===== config.mk =====
export PLATFORM = sky130hd
export DESIGN_NAME = reorder_buffer_flat
export DESIGN_NICKNAME = d
export VERILOG_FILES = /design/src/rtl/rob_if.sv /design/src/rtl/reorder_buffer.sv /design/src/flat_wrapper.sv
export SDC_FILE = /design/constraint.sdc
export NUM_CORES = 1
export LEC_CHECK = 0
export BUFFER_PORTS_ARGS = -buffer_cell sky130_fd_sc_hd__buf_2
export CAP_MARGIN = 0
export CORE_UTILIZATION = 56
export CTS_BUF_LIST = sky130_fd_sc_hd__clkbuf_16
export DETAILED_ROUTE_END_ITERATION = 7
export HOLD_SLACK_MARGIN = 0.05
export PLACE_DENSITY = 0.77
export SLEW_MARGIN = 20
export SYNTH_ARGS = -nofsm -noshare
export SYNTH_HDL_FRONTEND = slang
export SYNTH_SLANG_ARGS = --single-unit

===== constraint.sdc =====
create_clock -name clk -period 5.16 [get_ports clk]
set_input_delay 0.516 -clock clk [delete_from_list [all_inputs] [get_ports clk]]
set_output_delay 0.516 -clock clk [all_outputs]
set_load 0.02 [all_outputs]

===== src/rtl/rob_if.sv =====
// Dispatcher/CDB/commit bundle for reorder_buffer; master is the pipeline side, slave the ROB.
interface rob_if;
  logic        issue_valid;
  logic [1:0]  issue_type;
  logic [4:0]  issue_rd;
  logic        issue_pred_taken;
  logic [4:0]  issue_tag;
  logic        rob_full;

  logic        cdb_valid;
  logic [4:0]  cdb_tag;
  logic [31:0] cdb_value;
  logic        cdb_taken;

  logic [4:0]  query_tag1, query_tag2;
  logic        query_ready1, query_ready2;
  logic [31:0] query_value1, query_value2;

  logic        commit_valid;
  logic [4:0]  commit_rd, commit_tag;
  logic [31:0] commit_data;
  logic        store_commit;
  logic [4:0]  store_tag;
  logic        wrong_commit;
  logic [31:0] redirect_pc;

  modport master (
    output issue_valid, issue_type, issue_rd, issue_pred_taken,
    output cdb_valid, cdb_tag, cdb_value, cdb_taken,
    output query_tag1, query_tag2,
    input  issue_tag, rob_full, query_ready1, query_ready2, query_value1, query_value2,
    input  commit_valid, commit_rd, commit_tag, commit_data,
    input  store_commit, store_tag, wrong_commit, redirect_pc
  );

  modport slave (
    input  issue_valid, issue_type, issue_rd, issue_pred_taken,
    input  cdb_valid, cdb_tag, cdb_value, cdb_taken,
    input  query_tag1, query_tag2,
    output issue_tag, rob_full, query_ready1, query_ready2, query_value1, query_value2,
    output commit_valid, commit_rd, commit_tag, commit_data,
    output store_commit, store_tag, wrong_commit, redirect_pc
  );
endinterface


===== src/rtl/reorder_buffer.sv =====
// In-order retirement buffer with CDB capture, operand query and branch-mispredict flush.
// Optional ROB_QUERY_BYPASS_EN: queries also see the same-cycle CDB broadcast.
module reorder_buffer #(
  parameter int ROB_DEPTH = 16
) (
  input logic  clk,
  input logic  rst,
  input logic  rdy,
  rob_if.slave rob
);
  localparam int IW = $clog2(ROB_DEPTH);
  localparam logic [1:0] T_ALU = 2'd0, T_STORE = 2'd1, T_BRANCH = 2'd2;

  logic [ROB_DEPTH-1:0]       busy, ready, pred, taken;
  logic [ROB_DEPTH-1:0][1:0]  etype;
  logic [ROB_DEPTH-1:0][4:0]  erd;
  logic [ROB_DEPTH-1:0][31:0] eval;
  logic [IW-1:0]              head, tail;
  logic [IW:0]                count;

  logic          flush, alloc, retire, cdb_hit, mispredict;
  logic [IW-1:0] cdb_idx;

  // Tag t names slot t-1; tag 0 and tags beyond the depth name nothing.
  function automatic logic tag_ok(input logic [4:0] t);
    return (t != 5'd0) && (t <= 5'(ROB_DEPTH));
  endfunction

  function automatic logic [IW-1:0] slot(input logic [4:0] t);
    return IW'(t - 5'd1);
  endfunction

  function automatic logic [32:0] lookup(input logic [4:0] t);
    logic [32:0] r;
    r = '0;
    if (t == 5'd0) r = {1'b1, 32'd0};
    else if (tag_ok(t) && busy[slot(t)] && ready[slot(t)]) r = {1'b1, eval[slot(t)]};
    return r;
  endfunction

  assign rob.rob_full  = (count == (IW+1)'(ROB_DEPTH));
  assign rob.issue_tag = 5'(tail) + 5'd1;

  // A pending mispredict freezes the buffer for exactly one edge, which then flushes it.
  assign flush      = rob.wrong_commit;
  assign alloc      = rdy && rob.issue_valid && !rob.rob_full && !flush;
  assign cdb_idx    = slot(rob.cdb_tag);
  assign cdb_hit    = rdy && !flush && rob.cdb_valid && tag_ok(rob.cdb_tag) && busy[cdb_idx];
  assign retire     = rdy && !flush && busy[head] && ready[head];
  assign mispredict = (etype[head] == T_BRANCH) && (taken[head] != pred[head]);

  always_comb begin
    {rob.query_ready1, rob.query_value1} = lookup(rob.query_tag1);
    {rob.query_ready2, rob.query_value2} = lookup(rob.query_tag2);
`ifdef ROB_QUERY_BYPASS_EN
    if (rob.query_tag1 != 5'd0 && rob.cdb_valid && rob.cdb_tag == rob.query_tag1)
      {rob.query_ready1, rob.query_value1} = {1'b1, rob.cdb_value};
    if (rob.query_tag2 != 5'd0 && rob.cdb_valid && rob.cdb_tag == rob.query_tag2)
      {rob.query_ready2, rob.query_value2} = {1'b1, rob.cdb_value};
`endif
  end

  always_ff @(posedge clk) begin
    if (rst) begin
      busy             <= '0;
      ready            <= '0;
      head             <= '0;
      tail             <= '0;
      count            <= '0;
      rob.commit_valid <= 1'b0;
      rob.commit_rd    <= '0;
      rob.commit_tag   <= '0;
      rob.commit_data  <= '0;
      rob.store_commit <= 1'b0;
      rob.store_tag    <= '0;
      rob.wrong_commit <= 1'b0;
      rob.redirect_pc  <= '0;
    end else if (rdy) begin
      if (flush) begin
        busy  <= '0;
        ready <= '0;
        head  <= '0;
        tail  <= '0;
        count <= '0;
      end else begin
        if (cdb_hit) begin
          ready[cdb_idx] <= 1'b1;
          eval[cdb_idx]  <= rob.cdb_value;
          taken[cdb_idx] <= rob.cdb_taken;
        end
        // head==tail only when empty (no retire) or full (no alloc), so these never collide.
        if (retire) begin
          busy[head] <= 1'b0;
          head       <= head + IW'(1);
        end
        if (alloc) begin
          busy[tail]  <= 1'b1;
          ready[tail] <= 1'b0;
          etype[tail] <= rob.issue_type;
          erd[tail]   <= rob.issue_rd;
          pred[tail]  <= rob.issue_pred_taken;
          tail        <= tail + IW'(1);
        end
        count <= count + (IW+1)'(alloc) - (IW+1)'(retire);
      end
      rob.commit_valid <= retire && etype[head] == T_ALU;
      rob.store_commit <= retire && etype[head] == T_STORE;
      rob.wrong_commit <= retire && mispredict;
      if (retire && etype[head] == T_ALU) begin
        rob.commit_rd   <= erd[head];
        rob.commit_tag  <= 5'(head) + 5'd1;
        rob.commit_data <= eval[head];
      end
      if (retire && etype[head] == T_STORE) rob.store_tag <= 5'(head) + 5'd1;
      if (retire && mispredict) rob.redirect_pc <= eval[head];
    end
  end
endmodule


===== src/flat_wrapper.sv =====
// flat-port wrapper written by rule: the top's interface ports become plain ports
module reorder_buffer_flat 
#(
  parameter int ROB_DEPTH = 16
)
  (clk, rst, rdy, rob_issue_valid, rob_issue_type, rob_issue_rd, rob_issue_pred_taken, rob_cdb_valid, rob_cdb_tag, rob_cdb_value, rob_cdb_taken, rob_query_tag1, rob_query_tag2, rob_issue_tag, rob_rob_full, rob_query_ready1, rob_query_ready2, rob_query_value1, rob_query_value2, rob_commit_valid, rob_commit_rd, rob_commit_tag, rob_commit_data, rob_store_commit, rob_store_tag, rob_wrong_commit, rob_redirect_pc);
  rob_if rob_i ();
  input logic clk;
  input logic rst;
  input logic rdy;
  input wire logic [$bits(rob_i.issue_valid)-1:0] rob_issue_valid;
  input wire logic [$bits(rob_i.issue_type)-1:0] rob_issue_type;
  input wire logic [$bits(rob_i.issue_rd)-1:0] rob_issue_rd;
  input wire logic [$bits(rob_i.issue_pred_taken)-1:0] rob_issue_pred_taken;
  input wire logic [$bits(rob_i.cdb_valid)-1:0] rob_cdb_valid;
  input wire logic [$bits(rob_i.cdb_tag)-1:0] rob_cdb_tag;
  input wire logic [$bits(rob_i.cdb_value)-1:0] rob_cdb_value;
  input wire logic [$bits(rob_i.cdb_taken)-1:0] rob_cdb_taken;
  input wire logic [$bits(rob_i.query_tag1)-1:0] rob_query_tag1;
  input wire logic [$bits(rob_i.query_tag2)-1:0] rob_query_tag2;
  output wire logic [$bits(rob_i.issue_tag)-1:0] rob_issue_tag;
  output wire logic [$bits(rob_i.rob_full)-1:0] rob_rob_full;
  output wire logic [$bits(rob_i.query_ready1)-1:0] rob_query_ready1;
  output wire logic [$bits(rob_i.query_ready2)-1:0] rob_query_ready2;
  output wire logic [$bits(rob_i.query_value1)-1:0] rob_query_value1;
  output wire logic [$bits(rob_i.query_value2)-1:0] rob_query_value2;
  output wire logic [$bits(rob_i.commit_valid)-1:0] rob_commit_valid;
  output wire logic [$bits(rob_i.commit_rd)-1:0] rob_commit_rd;
  output wire logic [$bits(rob_i.commit_tag)-1:0] rob_commit_tag;
  output wire logic [$bits(rob_i.commit_data)-1:0] rob_commit_data;
  output wire logic [$bits(rob_i.store_commit)-1:0] rob_store_commit;
  output wire logic [$bits(rob_i.store_tag)-1:0] rob_store_tag;
  output wire logic [$bits(rob_i.wrong_commit)-1:0] rob_wrong_commit;
  output wire logic [$bits(rob_i.redirect_pc)-1:0] rob_redirect_pc;
  assign rob_i.issue_valid = rob_issue_valid;
  assign rob_i.issue_type = rob_issue_type;
  assign rob_i.issue_rd = rob_issue_rd;
  assign rob_i.issue_pred_taken = rob_issue_pred_taken;
  assign rob_i.cdb_valid = rob_cdb_valid;
  assign rob_i.cdb_tag = rob_cdb_tag;
  assign rob_i.cdb_value = rob_cdb_value;
  assign rob_i.cdb_taken = rob_cdb_taken;
  assign rob_i.query_tag1 = rob_query_tag1;
  assign rob_i.query_tag2 = rob_query_tag2;
  assign rob_issue_tag = rob_i.issue_tag;
  assign rob_rob_full = rob_i.rob_full;
  assign rob_query_ready1 = rob_i.query_ready1;
  assign rob_query_ready2 = rob_i.query_ready2;
  assign rob_query_value1 = rob_i.query_value1;
  assign rob_query_value2 = rob_i.query_value2;
  assign rob_commit_valid = rob_i.commit_valid;
  assign rob_commit_rd = rob_i.commit_rd;
  assign rob_commit_tag = rob_i.commit_tag;
  assign rob_commit_data = rob_i.commit_data;
  assign rob_store_commit = rob_i.store_commit;
  assign rob_store_tag = rob_i.store_tag;
  assign rob_wrong_commit = rob_i.wrong_commit;
  assign rob_redirect_pc = rob_i.redirect_pc;
  reorder_buffer #(.ROB_DEPTH(ROB_DEPTH)) u_core (.clk(clk), .rst(rst), .rdy(rdy), .rob(rob_i));
endmodule

==> results_dict.tcl <==
set metrics [dict create \
    cts.clk_slew.worst_paths_ns 0.06 \
    rr_startpoint "u_core.head[0]" \
    synth_compound_area_share_pct 3.97 \
    path_delay_family "adder cells" \
    fin_crit_sh_pct 83.0 \
    slew_violations 0 \
    rows 97 \
    synthSimpleGateAreaFrac_pct 4.88 \
    die_y_microns 268 \
    core_area_sq_mm 0.0700 \
    hold_path.startpoint "rdy" \
    cp_data_required_time_ns 5.70 \
    cp_slowest_cell "dfxtp_4" \
    synth_fa_ha_area_share_pct 0.808 \
    setup_tns_ns 0 \
    root_buffer "clkbuf_16" \
    cts_sinks 783 \
    synth_most_common_cell "edfxtp_1" \
    tightest_slew_ns 1.11 \
    synth_common_cells "edfxtp_1, mux4_2, dfxtp_1, a21oi_1, clkbuf_1" \
    rsz0062_at_grt "false" \
    startpoint_type "flip-flop" \
    maxCapViolCount 0 \
    gp_congestion 0.987 \
    drive_gt1_share_pct 40.7 \
    syn_avg_cell_area_sq_um 17.8 \
    p_per_area_mw_per_mm2 312 \
    status "complete, no violations" \
    dpl.hpwl_microns 71300 \
    cts.path.max_buffers 3 \
    start_util_pct 56.6 \
    power_leakage_nw 14.1 \
    drt-pass1-iter-count 6 \
    ios 215 \
    grt_start_max_net_pins 87 \
    cts_tree "done" \
    post-synth-top-area-cell "edfxtp_1" \
    synth_edf_count 656 \
    synthDistinctLibCells 69 \
    power_mw 13.8 \
    synth_xor_xnor_area_share_pct 0.464 \
    route.detailed.drc 0 \
    clk-insertion-delay-late_ns 0.67 \
    crit_buf_inv 3 \
    ys_ff_latch 783 \
    antenna_found_initial 14 \
    yosysSeqAreaShare_pct 56.1 \
    vias 25213 \
    path_max_fanout 33 \
    cts-buffers-inserted 81 \
    fin_crit_ns 4.28 \
    ant_nets 0 \
    area_delta_synth_final_pct 11.9 \
    hold_buffers 0 \
    grt_overflow 0 \
    syn-cell-area_sq_mm 0.0396 \
    worst_slack_ns 0.879 \
    relSlewSlack_pct 26.1 \
    syn_inst 2222 \
    gr-usage-all-layers_pct 33.2 \
    criticalPathCategory "flip-flop to flip-flop" \
    cts_setup_buffers 0 \
    critPathMaxStageDelay_ns 0.70 \
    synth_fp_nets 2308 \
    io_buffers 214 \
    finalHoldViolCount 0 \
    routed_wl_microns 118000 \
    dieArea_sq_mm 0.0719 \
    die_w_microns 268 \
    cts_resized 0 \
    timing.hold.ws_ns 0.214 \
    vias_per_cell 7.44 \
    fin_util_pct 63.4 \
    pre_cts_ws_ns 0.761 \
    grt_pass1_vias 25121 \
    async_flop_share_pct 0 \
    finClkSkew_ns 0.0228 \
    synth_area_leaders "edfxtp_1, mux4_2, dfxtp_1, a21oi_1, nor2b_1" \
    fin_nets 2463 \
    crit_path_end_kind "flip-flop" \
    max_clock_freq_mhz 234 \
    crit_start "u_core.head[0]" \
    synthMuxAreaShare_pct 30.9 \
    htreeDepth 3 \
    path_cells "mux4_1 -> nand2b_1 -> and4_1 -> nand3_4 -> clkinv_2 -> ha_1 -> inv_1 -> ha_1 -> inv_1 -> fa_1 -> nand2b_1 -> a21oi_1 -> o21a_1 -> nor3_1 -> o21ai_0 -> o21ai_0" \
    synth_top_family_by_area "multiplexers" \
    first_iter_violations 3486 \
    ys_warn_count 0 \
    synth_top_area_share_pct 49.7 \
    hold_path.class "primary input to flip-flop" \
    wl_per_cell_microns 34.7 \
    worstPathArrival_ns 4.82 \
    vdd_drop_max_uv 245 \
    synth_ff_type "edfxtp_1" \
    grt_pass1_wl_microns 171000 \
    setup_violations 0 \
]
[report_power, final]
group	internal, mW	switching (mW)
logic	0.486	0.606
registers	6.85	0.0120
clock network	3.26	2.63
total	10.6	3.25
[layout by cell type, fill, tap and decap left out, types with 19 or more instances in the layout]
master,instances
o31ai_1,35
buf_2,211
nand3_1,65
buf_4,45
mux4_2,533
ha_1,22
nand4_1,37
nor2b_1,68
nand2_1,69
nor2_1,30
clkbuf_16,84
a21oi_1,114
edfxtp_1,656
dfxtp_1,123
o21ai_0,66
nor3_1,19
inv_1,36
[registers in the layout (all words and copies together) (netlist names)]
signal / flops
u_core.rob.commit_rd: 5
u_core.rob.commit_tag: 5
u_core.etype: 32
u_core.pred: 16
u_core.count: 5
u_core.eval: 512
u_core.rob.redirect_pc: 32
u_core.rob.commit_valid: 1
u_core.head: 4
u_core.rob.wrong_commit: 1
u_core.ready: 16
u_core.tail: 4
u_core.rob.store_commit: 1
u_core.erd: 80
u_core.rob.store_tag: 5
u_core.busy: 16
u_core.rob.commit_data: 32
u_core.taken: 16
[cells by family (layout without fill, tap and decap cells)]
kind of cell / Yosys count / count (layout)
other: 0 / 9
AOI/OAI and AO/OA: 265 / 265
DFF: 783 / 783
adders and majority gates: 25 / 25
and+or+nand+nor: 362 / 362
buffers and inverters: 226 / 444
xor gates and xnor gates: 18 / 18
muxes: 543 / 543
[per-stage QoR]
stage / area [sq um] / std cells
6_report: 44400 / 3389
5_1_grt: 44400 / 3386
4_1_cts: 44300 / 3380
3_5_place_dp: 41700 / 3234
3_3_place_gp: 41700 / 3234
2_1_floorplan: 39600 / 2222
[routing by layer]
layer  global-route usage [%]  wire length, microns
met5                        0                    71
met4                     12.5                  4290
met3                     9.69                 15700
met2                     51.1                 56200
met1                     45.3                 41500
[worst paths after layout]
| path | endpoint | slack, ns | cells after the start |
|---|---|---|---|
| max | u_core.count[4] | 0.88 | 16 |
| min | u_core.ready[8] | 0.21 | 2 |
| max reg2reg | u_core.count[4] | 0.88 | 16 |
| min reg2reg | u_core.rob.redirect_pc[1] | 0.47 | 2 |
[layout make-up]
cell class / count / area [sq um]
Timing Repair Buffer: 271 / 1670
Multi-Input combinational cell: 1213 / 16500
Tap cell: 940 / 1180
Clock inverter: 62 / 567
Clock buffer: 84 / 2100
Antenna cell: 9 / 22.5
Inverter: 27 / 103
Sequential cell: 783 / 22300
Fill cell: 4655 / 25700
Note: power is estimated with default switching activity, not from simulation.
